## src/rtl/mod_pow2_scaler_pkg.sv

```systemverilog
// Shared definitions for the modular power-of-two scaler: FSM encodings and
// the default datapath width.
package mod_defs;

  localparam int unsigned DEF_BITWIDTH = 32;
  localparam int unsigned DEF_SHIFTW   = 5;

  localparam logic [1:0] ST_IDLE = 2'd0;
  localparam logic [1:0] ST_RUN  = 2'd1;
  localparam logic [1:0] ST_DONE = 2'd2;

endpackage

```

## src/rtl/mod_doubler.sv

```systemverilog
// Combinational modular doubling: oAcc = (2*iAcc) mod iMod, for iAcc < iMod.
module mod_doubler
  import mod_defs::*;
#(
  parameter int unsigned BITWIDTH = DEF_BITWIDTH
) (
  input  logic [BITWIDTH-1:0] iAcc,
  input  logic [BITWIDTH-1:0] iMod,
  output logic [BITWIDTH-1:0] oAcc
);

  // One extra bit keeps the carry of the doubling, so moduli close to
  // 2^BITWIDTH still reduce correctly.
  logic [BITWIDTH:0] dbl;
  logic [BITWIDTH:0] mod_ext;
  logic [BITWIDTH:0] diff;

  assign dbl     = {iAcc, 1'b0};
  assign mod_ext = {1'b0, iMod};
  assign diff    = dbl - mod_ext;
  assign oAcc    = (dbl >= mod_ext) ? diff[BITWIDTH-1:0] : dbl[BITWIDTH-1:0];

endmodule

```

## src/rtl/mod_pow2_scaler.sv

```systemverilog
// Iterative modular scaler: oData = (iData * 2^iShift) mod iMod, one modular
// doubling per clock, with valid/ready on both request and result sides.
module mod_pow2_scaler
  import mod_defs::*;
#(
  parameter int unsigned BITWIDTH = DEF_BITWIDTH,
  parameter int unsigned SHIFTW   = DEF_SHIFTW
) (
  input  logic                iClk,
  input  logic                iRstN,
  input  logic                iValid,
  output logic                oReady,
  input  logic [BITWIDTH-1:0] iData,
  input  logic [BITWIDTH-1:0] iMod,
  input  logic [SHIFTW-1:0]   iShift,
  output logic                oValid,
  input  logic                iReady,
  output logic [BITWIDTH-1:0] oData,
  output logic                oBusy,
  output logic [1:0]          oDbgState
);

  // Handshakes: a transfer happens on a rising edge where valid && ready are
  // both high; valid, once raised, holds with stable data until the transfer.

  logic [1:0]          state_q, state_d;
  logic [BITWIDTH-1:0] acc_q, acc_d;
  logic [BITWIDTH-1:0] mod_q, mod_d;
  logic [SHIFTW-1:0]   cnt_q, cnt_d;
  logic [BITWIDTH-1:0] data_q, data_d;
  logic [BITWIDTH-1:0] dbl_acc;

  mod_doubler #(
    .BITWIDTH (BITWIDTH)
  ) u_mod_doubler (
    .iAcc (acc_q),
    .iMod (mod_q),
    .oAcc (dbl_acc)
  );

  always_comb begin
    state_d = state_q;
    acc_d   = acc_q;
    mod_d   = mod_q;
    cnt_d   = cnt_q;
    data_d  = data_q;
    case (state_q)
      ST_IDLE: begin
        if (iValid) begin
          acc_d = iData;
          mod_d = iMod;
          cnt_d = iShift;
          if (iShift == '0) begin
            state_d = ST_DONE;
            data_d  = iData;
          end else begin
            state_d = ST_RUN;
          end
        end
      end
      ST_RUN: begin
        acc_d = dbl_acc;
        cnt_d = cnt_q - 1'b1;
        // The last doubling lands directly in the result register.
        if (cnt_q <= SHIFTW'(1)) begin
          state_d = ST_DONE;
          data_d  = dbl_acc;
        end
      end
      ST_DONE: begin
        if (iReady) state_d = ST_IDLE;
      end
      default: state_d = ST_IDLE;
    endcase
  end

  always_ff @(posedge iClk or negedge iRstN) begin
    if (!iRstN) begin
      state_q <= ST_IDLE;
      acc_q   <= '0;
      mod_q   <= '0;
      cnt_q   <= '0;
      data_q  <= '0;
    end else begin
      state_q <= state_d;
      acc_q   <= acc_d;
      mod_q   <= mod_d;
      cnt_q   <= cnt_d;
      data_q  <= data_d;
    end
  end

  assign oReady    = (state_q == ST_IDLE);
  assign oBusy     = (state_q != ST_IDLE);
  assign oValid    = (state_q == ST_DONE);
  assign oData     = data_q;
  assign oDbgState = state_q;

endmodule

```

## config.mk

```make
export PLATFORM = sky130hd
export DESIGN_NAME = mod_pow2_scaler
export DESIGN_NICKNAME = d
export VERILOG_FILES = /design/src/rtl/mod_pow2_scaler_pkg.sv /design/src/rtl/mod_doubler.sv /design/src/rtl/mod_pow2_scaler.sv
export SDC_FILE = /design/constraint.sdc
export NUM_CORES = 1
export LEC_CHECK = 0
export ABC_CLOCK_PERIOD_IN_PS = 4850
export CORE_ASPECT_RATIO = 1.4
export CORE_UTILIZATION = 45
export CTS_BUF_LIST = sky130_fd_sc_hd__clkbuf_16
export DETAILED_ROUTE_END_ITERATION = 12
export PLACE_DENSITY = 0.7
export SYNTH_ARGS = -nofsm -noshare
export SYNTH_HDL_FRONTEND = slang
export SYNTH_SLANG_ARGS = --single-unit
```

## constraint.sdc

```tcl
create_clock -name iClk -period 4.85 [get_ports iClk]
set_input_delay 0.7275 -clock iClk [delete_from_list [all_inputs] [get_ports iClk]]
set_output_delay 0.7275 -clock iClk [all_outputs]
set_load 0.01 [all_outputs]
```

==> summary.md <==
| Metric | Value |
|---|---|
| Nets@finish | `960` |
| Cts bufs inserted | `9` |
| Yosys top cell area share | `0.395` |
| H-tree depth | `3` |
| Hold crit path type | `reg2reg` |
| Fill cells | `1,304` |
| Biggest area consumer among synthesized cells | `dfrtp_1` |
| First-pass GRT wire length | `29,500 um` |
| Netlist cell types | `62` |
| Slowest-stage cell, CP | `or4_2` |
| Tmin final | `3.78 ns` |
| Synth Flop Type | `dfrtp_1` |
| Core Util, Final | `0.571` |
| Total Wirelength | `18,400 um` |
| Detail Placement HPWL | `13,500 um` |
| Antenna diode count | `0` |
| #FFs+latches synth | `103` |
| Critical path type | `reg2reg` |
| Worst rel slew slack | `0.419` |
| Total GRT Usage | `0.248` |
| Clock sinks | `103` |
| CP Capture Type | `register` |
| Post-Syn Instances | `771` |
| Synth-to-Final Area Change | `22.8%` |
| Worst Setup SP | `acc_q[20]` |
| Synth warn | `0` |
| Final setup fails | `0` |
| WHS Path Cells | `2` |
| Ratio of cells with drive above 1 in the final layout | `0.0548` |
| Vias in the first global route | `5,876` |
| Most common cell on crit path | `o21ai_0` |
| Die H | `145 um` |
| Die Span X | `104 um` |
| Global route overflow | `0` |
| Ranking of synthesized cells by area | `dfrtp_1 (39%), ha_1 (6.5%), nand2_1 (6.0%)` |
| Vias per cell | `5.75` |
| Clock root cell | `clkbuf_16` |
| TritonCTS clock tree | `done` |
| Fin Clk Skew | `0.0105 ns` |
| Mean Syn Cell Area | `8.47 um^2` |
| Register area share after synthesis | `0.395` |
| CP required | `5.09 ns` |
| Port Buf Inserts | `109` |
| Placer Congestion | `0.901` |
| Setup Fix Bufs, Post-CTS | `0` |
| Antenna violations before repair | `0` |
| Worst hold start | `oData[11]` |
| # hold bufs at CTS | `0` |
| Unrepaired setup endpoints after global routing | `false` |
| Post-cts sizing count | `0` |
| Clk buf depth | `2` |
| IO Pins | `110` |
| Net Count, Synth | `879` |
| Number of routed nets with antenna violations | `0` |
| Crit path DAT | `4.01 ns` |
| Final Hold Vio Count | `0` |
| Largest net degree at the start of global routing | `66` |
| Clk_lat worst skew | `0.35 ns` |
| Worst r2r path cells | `10` |
| Worst R2R Start | `acc_q[20]` |
| Fmax | `265 MHz` |
| Number of synthesized flops with an enable pin | `0` |
| CORE AREA | `0.0140 mm^2` |
| Initial Utilization | `0.465` |
| Routed len/inst | `17.6 um` |
| Asr flop ratio synth | `1.00` |
| Total negative slack | `0 ns` |
| DRC | `0` |
| Final period util | `0.779` |
| Number of iterations in the first detailed-routing pass | `5` |
| Num rows | `51` |
| Cell Area, Synth | `0.00653 mm^2` |
| Worst-path maximum fanout | `22` |
| Slowest cell delay on critical path | `0.89 ns` |
| Die area | `0.0150 mm^2` |
| Vias | `5,993` |
| Nature of the critical path startpoint | `register` |
| Status | `completed` |
| Crit-path cells | `ha_1 -> a21oi_1 -> o21ai_0 -> o21ai_0 -> a31oi_1 -> or4_2 -> buf_4 -> mux2i_1 -> o21ai_0 -> mux2_2` |
| Final Max Tran Viols | `0` |
| Max_cap viols | `0` |
| Clock transition at path regs | `0.07 ns` |
| Starting DRT DRC Count | `321` |
| Tightest Pin Transition | `0.871 ns` |
==> through the flow <==
step / hold slack, ns / cells / worst slack, ns / area [um^2]
global placement: 0.462 / 1026 / 1.19 / 7730
global route: 0.506 / 1042 / 0.830 / 8020
finish: 0.482 / 1042 / 1.07 / 8020
floorplan: 0.432 / 771 / 2.01 / 6530
CTS: 0.489 / 1042 / 1.09 / 8020
detailed placement: 0.472 / 1026 / 1.12 / 7730
==> cells by family (layout without fill, tap and decap cells) <==
kind of cell / after synthesis / after routing / synth area share
buffers and inverters: 95 / 181 / 0.0586
AO/OA/AOI/OAI: 249 / 249 / 0.252
flip-flops: 103 / 103 / 0.395
multiplexers: 12 / 12 / 0.0186
adder cells (fa/ha/maj): 35 / 35 / 0.0682
XOR/XNOR: 23 / 23 / 0.0308
AND/OR/NAND/NOR: 254 / 254 / 0.178
==> state kept, by name (all words and copies together) (netlist names) <==
name and cells:
acc_q 32, cnt_q 5, oData 32, oDbgState 2, mod_q 32
==> metal layers <==
metal	vias up	share of wire	track usage
met5	-	0	0
li1	2920	-	-
met2	175	0.53	0.471
met3	20	0.043	0.0342
met1	2878	0.41	0.290
met4	0	0.020	0.0759
==> final timing paths <==
kind,slack [ns],end
worst min-delay path,0.48,oData[11]
min in group asynchronous,0.50,cnt_q[0]
worst max-delay path,1.07,oData[24]
max in group asynchronous,3.29,oData[15]
worst min register to register,0.48,oData[11]
worst max register to register,1.07,oData[24]
==> area by class of cell <==
| type | instances | area [um^2] | share of cell area |
|---|---|---|---|
| flip-flops and latches | 103 | 2580 | 0.321 |
| clock inverters | 7 | 66.3 | 0.00827 |
| repair buffers | 118 | 1160 | 0.144 |
| multi-input cells | 573 | 3590 | 0.447 |
| well taps | 185 | 231 | 0.0289 |
| inverters | 47 | 176 | 0.0220 |
| clock buffers | 9 | 225 | 0.0281 |
==> worst max-delay path: cells and delay by family, from the launching register on <==
family,cells,cell delay [ns]
AOI/OAI and AO/OA,5,1.19
adders and majority gates,1,0.38
buffers and inverters,1,0.33
DFF,1,0.40
muxes,2,0.48
and+or+nand+nor,1,0.89
==> layout by cell type (no fill, tap or decap), types with 4 or more instances in the layout <==
cell type,count
clkdlybuf4s50_1,108
nand2_1,104
dfrtp_1,103
o21ai_0,76
nor2_1,68
inv_1,49
a21oi_1,40
ha_1,34
o31ai_1,21
a22o_1,20
nor3_1,19
a31oi_1,17
xnor2_1,14
a22oi_1,12
mux2i_1,11
buf_4,10
o221ai_1,9
nand3_1,9
xor2_1,9
clkbuf_16,9
a21o_1,7
and3_1,7
and4_1,6
nor4_1,5
nand4_1,5
nor2b_1,5
or2_2,5
o21a_1,5
o211ai_1,5
nand2b_1,4
and2_1,4
a21boi_0,4
nand3_2,4
==> synthesized netlist by cell type (11+ instances only) <==
cell type,number
ha_1,34
a21oi_1,40
nand2_1,104
a22oi_1,12
o31ai_1,21
mux2i_1,11
nor2_1,69
dfrtp_1,103
a22o_1,20
o21ai_0,76
a31oi_1,17
xnor2_1,14
clkbuf_1,36
nor3_1,19
inv_1,47
Power is not shown: default switching activity piles up to over one toggle a cycle in this logic, so the estimate is an artifact.
